### src/rtl/multicycle_controller_if.sv
// Control/status bundle between the multicycle MIPS control FSM and its
// datapath.
//   master : the controller. It takes opcode/funct/zero and drives every
//            enable, mux select, alu_op and the two retire pulses.
//   slave  : the datapath. It drives opcode/funct (from IR) and zero (from the
//            ALU), and takes the control outputs.
interface multicycle_controller_if;
  logic [5:0] opcode;
  logic [5:0] funct;
  logic       zero;
  logic       pc_write;
  logic       iord;
  logic       mem_read;
  logic       mem_write;
  logic       ir_write;
  logic [1:0] reg_dst;
  logic [1:0] mem_to_reg;
  logic       reg_write;
  logic       alu_src_a;
  logic [1:0] alu_src_b;
  logic [2:0] alu_op;
  logic [1:0] pc_src;
  logic       instr_done;
  logic       illegal;

  modport master (
    input  opcode, funct, zero,
    output pc_write, iord, mem_read, mem_write, ir_write, reg_dst, mem_to_reg,
           reg_write, alu_src_a, alu_src_b, alu_op, pc_src, instr_done, illegal
  );

  modport slave (
    output opcode, funct, zero,
    input  pc_write, iord, mem_read, mem_write, ir_write, reg_dst, mem_to_reg,
           reg_write, alu_src_a, alu_src_b, alu_op, pc_src, instr_done, illegal
  );
endinterface

### src/rtl/multicycle_controller.sv
// Main control FSM for the multicycle MIPS datapath. It sequences
// fetch/decode/execute/memory/writeback for each instruction from the IR
// opcode/funct and the ALU zero flag, and drives every datapath enable and mux
// select. It also produces the 3-bit ALUOp code that the ALU consumes.
//
// Ports
//   clk    : rising-edge clock
//   rst_n  : asynchronous, active-low reset
//   bus    : multicycle_controller_if.master
//            inputs  : opcode, funct, zero
//            outputs : pc_write, iord, mem_read, mem_write, ir_write, reg_dst,
//                      mem_to_reg, reg_write, alu_src_a, alu_src_b, alu_op,
//                      pc_src, instr_done, illegal
//
// Parameter
//   IDLE_CYCLES : number of IDLE clocks after reset before the first FETCH
//                 (legal range 1..15)
//
// Build option
//   JAL_EN : when defined, opcode 0x03 (jal) is supported. When it is not
//            defined, 0x03 decodes as illegal.
module multicycle_controller #(
  parameter int unsigned IDLE_CYCLES = 1
) (
  input  logic                     clk,
  input  logic                     rst_n,
  multicycle_controller_if.master  bus
);

  localparam logic [5:0] OP_RTYPE = 6'h00;
  localparam logic [5:0] OP_J     = 6'h02;
`ifdef JAL_EN
  localparam logic [5:0] OP_JAL   = 6'h03;
`endif
  localparam logic [5:0] OP_BEQ   = 6'h04;
  localparam logic [5:0] OP_ADDI  = 6'h08;
  localparam logic [5:0] OP_LW    = 6'h23;
  localparam logic [5:0] OP_SW    = 6'h2B;

  localparam logic [2:0] ALU_ADD = 3'b000;
  localparam logic [2:0] ALU_SUB = 3'b001;
  localparam logic [2:0] ALU_AND = 3'b010;
  localparam logic [2:0] ALU_OR  = 3'b011;
  localparam logic [2:0] ALU_SLT = 3'b100;

  localparam logic [3:0] IDLE_LAST = 4'(IDLE_CYCLES - 1);

  typedef enum logic [3:0] {
    S_IDLE,
    S_FETCH,
    S_DECODE,
    S_MEM_ADDR,
    S_MEM_READ,
    S_MEM_WB,
    S_MEM_WRITE,
    S_R_EXEC,
    S_R_WB,
    S_BRANCH,
    S_JUMP,
    S_ADDI_EXEC,
    S_ADDI_WB
`ifdef JAL_EN
    , S_JAL
`endif
  } state_e;

  state_e     state_q, state_d;
  logic [3:0] idle_cnt_q, idle_cnt_d;
  logic [2:0] r_op_q, r_op_d;
  logic       done_q, done_d;
  logic       illegal_q, illegal_d;

  logic       funct_ok;
  logic [2:0] funct_op;
  logic       pc_uncond;

  // R-type funct decode into an ALU operation.
  always_comb begin
    funct_ok = 1'b1;
    funct_op = ALU_ADD;
    case (bus.funct)
      6'h20:   funct_op = ALU_ADD;
      6'h22:   funct_op = ALU_SUB;
      6'h24:   funct_op = ALU_AND;
      6'h25:   funct_op = ALU_OR;
      6'h2A:   funct_op = ALU_SLT;
      default: funct_ok = 1'b0;
    endcase
  end

  always_ff @(posedge clk or negedge rst_n) begin
    if (!rst_n) begin
      state_q    <= S_IDLE;
      idle_cnt_q <= '0;
      r_op_q     <= ALU_ADD;
      done_q     <= 1'b0;
      illegal_q  <= 1'b0;
    end else begin
      state_q    <= state_d;
      idle_cnt_q <= idle_cnt_d;
      r_op_q     <= r_op_d;
      done_q     <= done_d;
      illegal_q  <= illegal_d;
    end
  end

  // Next-state logic and the retire/drop pulse requests.
  always_comb begin
    state_d    = state_q;
    idle_cnt_d = idle_cnt_q;
    r_op_d     = r_op_q;
    done_d     = 1'b0;
    illegal_d  = 1'b0;
    case (state_q)
      S_IDLE: begin
        if (idle_cnt_q == IDLE_LAST) begin
          state_d    = S_FETCH;
          idle_cnt_d = '0;
        end else begin
          idle_cnt_d = idle_cnt_q + 4'd1;
        end
      end
      S_FETCH: state_d = S_DECODE;
      S_DECODE: begin
        case (bus.opcode)
          OP_RTYPE: begin
            if (funct_ok) begin
              state_d = S_R_EXEC;
              // Latch the R-type op here so R_WB holds the same alu_op.
              r_op_d  = funct_op;
            end else begin
              state_d   = S_FETCH;
              illegal_d = 1'b1;
            end
          end
          OP_LW, OP_SW: state_d = S_MEM_ADDR;
          OP_BEQ:       state_d = S_BRANCH;
          OP_J:         state_d = S_JUMP;
          OP_ADDI:      state_d = S_ADDI_EXEC;
`ifdef JAL_EN
          OP_JAL:       state_d = S_JAL;
`endif
          default: begin
            state_d   = S_FETCH;
            illegal_d = 1'b1;
          end
        endcase
      end
      S_MEM_ADDR:  state_d = (bus.opcode == OP_LW) ? S_MEM_READ : S_MEM_WRITE;
      S_MEM_READ:  state_d = S_MEM_WB;
      S_R_EXEC:    state_d = S_R_WB;
      S_ADDI_EXEC: state_d = S_ADDI_WB;
      S_MEM_WB, S_MEM_WRITE, S_R_WB, S_BRANCH, S_JUMP, S_ADDI_WB
`ifdef JAL_EN
      , S_JAL
`endif
      : begin
        state_d = S_FETCH;
        done_d  = 1'b1;
      end
      default: state_d = S_IDLE;
    endcase
  end

  // Moore outputs decoded from the state register. pc_write alone also
  // depends on zero, and only while in BRANCH.
  always_comb begin
    pc_uncond      = 1'b0;
    bus.iord       = 1'b0;
    bus.mem_read   = 1'b0;
    bus.mem_write  = 1'b0;
    bus.ir_write   = 1'b0;
    bus.reg_dst    = 2'b00;
    bus.mem_to_reg = 2'b00;
    bus.reg_write  = 1'b0;
    bus.alu_src_a  = 1'b0;
    bus.alu_src_b  = 2'b00;
    bus.alu_op     = ALU_ADD;
    bus.pc_src     = 2'b00;
    case (state_q)
      S_FETCH: begin
        bus.mem_read  = 1'b1;
        bus.ir_write  = 1'b1;
        pc_uncond     = 1'b1;
        bus.alu_src_b = 2'b01;
      end
      S_DECODE: bus.alu_src_b = 2'b11;
      S_MEM_ADDR, S_ADDI_EXEC: begin
        bus.alu_src_a = 1'b1;
        bus.alu_src_b = 2'b10;
      end
      S_MEM_READ: begin
        bus.mem_read = 1'b1;
        bus.iord     = 1'b1;
      end
      S_MEM_WB: begin
        bus.reg_write  = 1'b1;
        bus.mem_to_reg = 2'b01;
      end
      S_MEM_WRITE: begin
        bus.mem_write = 1'b1;
        bus.iord      = 1'b1;
      end
      S_R_EXEC: begin
        bus.alu_src_a = 1'b1;
        bus.alu_op    = r_op_q;
      end
      S_R_WB: begin
        bus.reg_write = 1'b1;
        bus.reg_dst   = 2'b01;
        bus.alu_op    = r_op_q;
      end
      S_BRANCH: begin
        bus.alu_src_a = 1'b1;
        bus.alu_op    = ALU_SUB;
        bus.pc_src    = 2'b01;
      end
      S_JUMP: begin
        pc_uncond  = 1'b1;
        bus.pc_src = 2'b10;
      end
      S_ADDI_WB: bus.reg_write = 1'b1;
`ifdef JAL_EN
      S_JAL: begin
        pc_uncond      = 1'b1;
        bus.pc_src     = 2'b10;
        bus.reg_write  = 1'b1;
        bus.reg_dst    = 2'b10;
        bus.mem_to_reg = 2'b10;
      end
`endif
      default: ;
    endcase
    bus.pc_write = pc_uncond | ((state_q == S_BRANCH) & bus.zero);
  end

  assign bus.instr_done = done_q;
  assign bus.illegal    = illegal_q;

endmodule

### src/flat_wrapper.sv
// flat-port wrapper written by rule: the top's interface ports become plain ports
module multicycle_controller_flat 
#(
  parameter int unsigned IDLE_CYCLES = 1
)
  (clk, rst_n, bus_opcode, bus_funct, bus_zero, bus_pc_write, bus_iord, bus_mem_read, bus_mem_write, bus_ir_write, bus_reg_dst, bus_mem_to_reg, bus_reg_write, bus_alu_src_a, bus_alu_src_b, bus_alu_op, bus_pc_src, bus_instr_done, bus_illegal);
  multicycle_controller_if bus_i ();
  input  logic clk;
  input  logic rst_n;
  input wire logic [$bits(bus_i.opcode)-1:0] bus_opcode;
  input wire logic [$bits(bus_i.funct)-1:0] bus_funct;
  input wire logic [$bits(bus_i.zero)-1:0] bus_zero;
  output wire logic [$bits(bus_i.pc_write)-1:0] bus_pc_write;
  output wire logic [$bits(bus_i.iord)-1:0] bus_iord;
  output wire logic [$bits(bus_i.mem_read)-1:0] bus_mem_read;
  output wire logic [$bits(bus_i.mem_write)-1:0] bus_mem_write;
  output wire logic [$bits(bus_i.ir_write)-1:0] bus_ir_write;
  output wire logic [$bits(bus_i.reg_dst)-1:0] bus_reg_dst;
  output wire logic [$bits(bus_i.mem_to_reg)-1:0] bus_mem_to_reg;
  output wire logic [$bits(bus_i.reg_write)-1:0] bus_reg_write;
  output wire logic [$bits(bus_i.alu_src_a)-1:0] bus_alu_src_a;
  output wire logic [$bits(bus_i.alu_src_b)-1:0] bus_alu_src_b;
  output wire logic [$bits(bus_i.alu_op)-1:0] bus_alu_op;
  output wire logic [$bits(bus_i.pc_src)-1:0] bus_pc_src;
  output wire logic [$bits(bus_i.instr_done)-1:0] bus_instr_done;
  output wire logic [$bits(bus_i.illegal)-1:0] bus_illegal;
  assign bus_i.opcode = bus_opcode;
  assign bus_i.funct = bus_funct;
  assign bus_i.zero = bus_zero;
  assign bus_pc_write = bus_i.pc_write;
  assign bus_iord = bus_i.iord;
  assign bus_mem_read = bus_i.mem_read;
  assign bus_mem_write = bus_i.mem_write;
  assign bus_ir_write = bus_i.ir_write;
  assign bus_reg_dst = bus_i.reg_dst;
  assign bus_mem_to_reg = bus_i.mem_to_reg;
  assign bus_reg_write = bus_i.reg_write;
  assign bus_alu_src_a = bus_i.alu_src_a;
  assign bus_alu_src_b = bus_i.alu_src_b;
  assign bus_alu_op = bus_i.alu_op;
  assign bus_pc_src = bus_i.pc_src;
  assign bus_instr_done = bus_i.instr_done;
  assign bus_illegal = bus_i.illegal;
  multicycle_controller #(.IDLE_CYCLES(IDLE_CYCLES)) u_core (.clk(clk), .rst_n(rst_n), .bus(bus_i));
endmodule
### config.mk
export PLATFORM = sky130hd
export DESIGN_NAME = multicycle_controller_flat
export DESIGN_NICKNAME = d
export VERILOG_FILES = /design/src/rtl/multicycle_controller_if.sv /design/src/rtl/multicycle_controller.sv /design/src/flat_wrapper.sv
export SDC_FILE = /design/constraint.sdc
export NUM_CORES = 1
export LEC_CHECK = 0
export CORE_ASPECT_RATIO = 0.8
export CORE_MARGIN = 4
export CORE_UTILIZATION = 41
export CTS_CLUSTER_SIZE = 24
export DETAILED_ROUTE_END_ITERATION = 10
export PLACE_DENSITY_LB_ADDON = 0.2
export SLEW_MARGIN = 20
export SYNTH_ARGS = -nofsm -noshare
export SYNTH_HDL_FRONTEND = slang
export SYNTH_SLANG_ARGS = --single-unit
export TNS_END_PERCENT = 1
### constraint.sdc
create_clock -name clk -period 1.75 [get_ports clk]
set_clock_uncertainty 0.1 [all_clocks]
set_input_delay 0.35 -clock clk [delete_from_list [all_inputs] [get_ports clk]]
set_output_delay 0.35 -clock clk [all_outputs]
set_load 0.02 [all_outputs]
Word level (Yosys, flattened, before mapping)
Index checks and enable logic that the tools add are counted.
{"block": "totals", "register_bits": 13, "latch_bits": 0, "ramBits": 0, "romBits": 0, "in_bits": 15, "output_inout_bits": 20, "elab_cells": 70, "n_memories": 0}
{"block": "op_classes", "add_sub_neg": 1, "mul": 0, "div": 0, "n_lt_le_gt_ge": 0, "eq_ne": 23, "shift": 0, "muxes": 24, "bitwise_logic": 2, "n_reduce_logical": 15}
{"cell": "$eq A6 B6 Y1 const B", "count": 7}
{"cell": "$pmux W4 S8", "count": 1}
{"cell": "$eq A4 B4 Y1 const B", "count": 5}
{"cell": "$pmux W4 S5", "count": 1}
{"cell": "$eq A4 B3 Y1 const B", "count": 4}
{"cell": "$mux W1", "count": 13}
{"cell": "$pmux W3 S4", "count": 1}
{"cell": "$reduce_or A2 Y1", "count": 6}
{"cell": "$reduce_or A5 Y1", "count": 2}
{"cell": "$eq A4 B2 Y1 const B", "count": 2}
{"cell": "$logic_not A4 Y1", "count": 2}
{"cell": "$mux W4", "count": 2}
{"cell": "$eq A6 B2 Y1 const B", "count": 1}
{"cell": "$eq A6 B3 Y1 const B", "count": 1}
{"cell": "$eq A6 B4 Y1 const B", "count": 1}
{"cell": "$logic_not A6 Y1", "count": 1}
{"cell": "$pmux W2 S3", "count": 1}
{"cell": "$pmux W3 S2", "count": 1}
{"cell": "$reduce_or A6 Y1", "count": 1}
{"cell": "$add A4 B1 Y4 const B", "count": 1}
{"cell": "$eq A4 B1 Y1 const B", "count": 1}
{"cell": "$pmux W2 S2", "count": 1}
{"cell": "$reduce_or A4 Y1", "count": 1}
{"cell": "$mux W3", "count": 1}
{"cell": "7 further kinds", "count": 7}

Depth between registers and ports, before layout
Gate-level depths: netlist of run 1.
{"block": "depth", "ltp_word": 6, "depth_mapped": 6, "depth_no_buf": 5}

Worst setup path before layout of run 1
OpenSTA, ideal clock, no wires.
{"block": "synth_timing", "path_type": "flip-flop to output port", "start": "register u_core.state_q[1]", "end": "output port bus_alu_op[1]", "arrival_ps": 1517, "required_time_ps": 1300, "setup_slack_ps": -217, "path_stages_with_launch": 6, "n_path_buf": 1, "cell_sequence": "dfrtp_1 -> buf_2 -> or2_1 -> nor2_1 -> a31o_2 -> and2_1"}
{"block": "synth_between", "elab_chain_cells": 3, "elab_cells_between_ends": 5, "cone_classes": "3 x eq/ne; 1 x mux; 1 x reduce/logical"}
{"item": "start: declaration", "line_no": "multicycle_controller.sv:67", "source": "state_e state_q, state_d;"}
{"item": "start signal: assignment", "line_no": "multicycle_controller.sv:99", "source": "state_q <= state_d;"}
{"item": "$eq A4 B3 Y1 or $eq A4 B4 Y1 (tied branches)", "line_no": "multicycle_controller.sv:180", "source": "case (state_q)"}
{"item": "$reduce_or A2 Y1 (no line)"}
{"item": "$pmux W3 S2 *", "line_no": "multicycle_controller.sv:180"}
{"item": "end: declaration", "line_no": "flat_wrapper.sv:23", "source": "output wire logic [$bits(bus_i.alu_op)-1:0] bus_alu_op;"}
Mark *: on every way between the ends. The rest lies on a longest branch, timed or not.

Worst setup path in the final report of run 1
{"block": "layout_timing", "start": "register u_core.state_q[3]", "end": "output port bus_pc_write"}
{"block": "layout_between", "elab_chain_cells": 4, "elab_cells_between_ends": 7, "cone_classes": "3 x eq/ne; 1 x mux; 2 x bitwise; 1 x reduce/logical"}
{"item": "$eq A4 B1 Y1 or $eq A4 B4 Y1 (tied branches)", "line_no": "multicycle_controller.sv:180"}
{"item": "$reduce_or A2 Y1 (no line)"}
{"item": "$mux W1", "line_no": "multicycle_controller.sv:180"}
{"item": "$or A1 B1 Y1 *", "line_no": "multicycle_controller.sv:234", "source": "bus.pc_write = pc_uncond | ((state_q == S_BRANCH) & bus.zero);"}
{"item": "end: declaration", "line_no": "flat_wrapper.sv:13", "source": "output wire logic [$bits(bus_i.pc_write)-1:0] bus_pc_write;"}
Marks and branches as above.

==> results of run 1 <==
## sequential cells by signal, summed over array words and instances (netlist names)
name and count:
u_core.idle_cnt_q 4, u_core.r_op_q 3, u_core.state_q 4, u_core.bus.instr_done 1, u_core.bus.illegal 1
## logic make-up (layout without fill, tap and decap cells)
logic type | after synthesis | in the layout | share of synthesized area, %
XOR/XNOR | 3 | 3 | 2.540
adder cells (fa/ha/maj) | 2 | 2 | 2.418
AND/OR/NAND/NOR | 63 | 63 | 36.76
multiplexers | 5 | 5 | 5.320
AO/OA/AOI/OAI | 23 | 23 | 15.23
other | 1 | 2 | 0.3624
flip-flops | 13 | 13 | 31.44
buffers and inverters | 13 | 80 | 5.924
## layout make-up
cell class	count	share of cell area, %
flip-flops and latches	13	18.41
multi-input cells	98	41.96
repair buffers	72	34.84
inverters	4	0.8463
well taps	34	2.398
clock buffers	3	1.269
clock inverters	1	0.2821
## worst reg2reg max path: stages, from the launching register on
cell      delay, ns
dfrtp_2        0.51
buf_6          0.15
buf_4          0.12
nor2_1         0.18
nand2b_2       0.12
nor3_4         0.20
mux2_2         0.37
## cells in the mapped netlist (2+ instances only)
cell / number
a21oi_1: 6
o21bai_1: 2
buf_2: 4
nor2b_1: 2
nor3b_1: 4
buf_4: 2
o21ai_0: 3
nand2b_1: 8
nor3_1: 6
dfrtp_1: 13
a211oi_1: 2
clkbuf_1: 3
mux2_2: 4
o21a_1: 2
nand2_1: 6
nand4_1: 3
xnor2_1: 2
nor2_1: 17
or2_1: 2
nand3_1: 3
inv_1: 4
and2_1: 3
ha_1: 2
## metal layers
metal,track usage (%),up-vias,wire length (microns),part of all wire (%)
met5,0,-,0,0
met4,8.070,0,84,2.6
met3,3.822,11,90,2.8
met2,36.02,26,1627,51
met1,21.66,554,1372,43
li1,-,574,-,-
## path summary, 6_finish.rpt
kind | endpoint | slack, ns | depth (start not counted)
max in group asynchronous | u_core.state_q[3]$_DFFE_PN0P_ | 1.11 | 2
hold reg to reg | u_core.idle_cnt_q[3]$_DFFE_PN0N_ | 0.39 | 1
min in group clk | u_core.idle_cnt_q[3]$_DFFE_PN0N_ | 0.39 | 1
setup / recovery | bus_pc_write | -0.17 | 5
hold / removal | u_core.idle_cnt_q[3]$_DFFE_PN0N_ | 0.25 | 2
setup reg to reg | u_core.r_op_q[2]$_DFFE_PN0P_ | -0.11 | 6
## per-stage QoR
stage	worst slack, ns	cells	TNS (ns)	util [%]	hold WS (ns)
4_1_cts	-0.1354	225	-1.389	75.10	0.2533
3_5_place_dp	-0.4477	219	-6.346	72.56	0.3738
3_3_place_gp	-0.4187	219	-5.645	72.56	0.3668
2_1_floorplan	-0.1038	124	-0.2545	-	-0.04559
6_report	-0.1682	225	-1.434	78.13	0.2518
5_1_grt	-0.2438	225	-2.724	78.13	0.2617
## what timing repair did
action / in CTS / in global routing
pin swaps: 6 / 1
resized for setup: 96 / 19
setup buffers: 2 / 0
setup endpoints to repair: 21 / 21
## power groups by stage
stage | Clock, W | Combinational (W) | Sequential (W)
floorplan | 0 | 0.000699 | 0.000404
global placement | 0 | 0.00136 | 0.000404
detailed placement | 0 | 0.00140 | 0.000404
CTS | 0.000204 | 0.00143 | 0.000406
global route | 0.000217 | 0.00169 | 0.000418
finish | 0.000202 | 0.00158 | 0.000413
==> impl_metrics.yaml, run 1 <==
placed_design:
  place.gp.congestion: 0.9029
  port-buffer-count: 32
  detailed_place_hpwl_microns: 2465
  postPlaceCellArea_sq_mm: 0.001648
power:
  peakVddDrop_v: 0.0006611
  p_sw_w: 0.0009687
  pwr-share-seq_pct: 18.9
  power_w: 0.002192
  p_sw_share_pct: 44.20
  pwr-share-comb_pct: 71.9
  cellPowerDensity_mw_per_mm2: 1235
  total_leakage_power_nw: 0.8172
  power.internal_w: 0.001223
  pwr-share-clk_pct: 9.2
synthesis:
  ys_types: 43
  synth_cells: 123
  synth_top_area_cell: "dfrtp_1"
  syn_area_per_cell_sq_um: 8.413
  yosysTopAreaCellShare_pct: 31.44
  synth-seq-area-share_pct: 31.44
  synthTopCellsByArea: "dfrtp_1, nor2_1, nand2b_1, mux2_2, a21oi_1"
  synthArstFlopShare_pct: 100.0
  ys_warn_count: 0
  synthFlopType: "dfrtp_1"
  synth-edff-count: 0
  synth_seq_cells: 13
  syn_area_sq_mm: 0.001035
clock_tree:
  clkTransAtPathRegs_ns: 0.10
  clockBufferDepth: 2
  cts_tree: "done"
  ctsHoldBuffers: 0
  clk_latency_ns: 0.29
  cts_sinks: 13
  cts_buffers: 3
  cts_root_buf: "clkbuf_4"
  cts-htree-levels: 1
outcome:
  status: "finished, violations left"
  violations: "negative setup slack"
global_route:
  antenna_found_initial: 0
  grt_pass1_vias: 1174
  grt_start_max_net_pins: 19
  grt_overflow: 0
  grt_pass1_wl_microns: 5057
  track_usage_pct: 19.30
timing:
  finalHoldViolations: 0
  rsz0062_at_grt: "true"
  report.final.slew_viol_count: 0
  fin_ws_ns: -0.1682
  final.period_utilization_pct: 109.6
  clock.fmax_mhz: 521.3
  setup_viol: 18
  fin_crit_ns: 1.918
die:
  num_io_pins: 35
  fp.dieW_microns: 64.17
  initial_core_util_pct: 45.56
  core-area_sq_mm: 0.002271
  rows: 15
  die_y_microns: 52.94
  dieArea_sq_mm: 0.003397
worst_setup_path:
  worstPathArrival_ns: 1.47
  cpMaxStageDelayCell: "dfrtp_2"
  max_stage_delay_ns: 0.51
  cp_cell_sequence: "buf_6 -> nand2b_1 -> nand3b_1 -> a21oi_2 -> buf_6"
  cp-start-kind: "flop"
  end_kind: "output port"
  critPathRequiredTime_ns: 1.30
  crit_start: "u_core.state_q[3]$_DFFE_PN0P_"
  crit_top_cell: "buf_6"
  cp_max_fo: 7
  timing.rr.start: "u_core.state_q[3]$_DFFE_PN0P_"
  critical-path-top-delay-family: "flip-flops"
  crit_buf_inv: 2
  crit_type: "reg2out"
routing:
  drt_iter0_drc: 24
  vias: 1165
  firstDrtPassIters: 4
  drc: 0
  wire_per_inst_microns: 14.11
  wirelength_microns: 3175
  viasPerCell: 5.178
  ant_nets: 0
final_layout:
  regArea_sq_um: 326.6
  postLayoutCellArea_sq_mm: 0.001774
  antenna_cells: 0
  area_growth_pct: 71.46
  layout_commonest_cell: "buf_4"
  fillers: 165
  final_nets: 209
  drive_above_1_share_pct: 48.69
  multiInputGateArea_sq_um: 744.5
  layout_common_cells: "buf_4, clkdlybuf4s50_1, dfrtp_1"
worst_hold_path:
  hold_class: "in2async"
run:
  maxCapViolations: 0
Note: power is estimated with default switching activity, not from simulation.
==> run 2: changes to the inputs <==
--- a/config.mk
+++ b/config.mk
@@ -5,6 +5,7 @@
 export SDC_FILE = /design/constraint.sdc
 export NUM_CORES = 1
 export LEC_CHECK = 0
+export CAP_MARGIN = 20
 export CORE_ASPECT_RATIO = 0.8
 export CORE_MARGIN = 4
 export CORE_UTILIZATION = 41
==> results of run 2 <==
The final DEF is identical to that of run 1; final timing and power are the same.
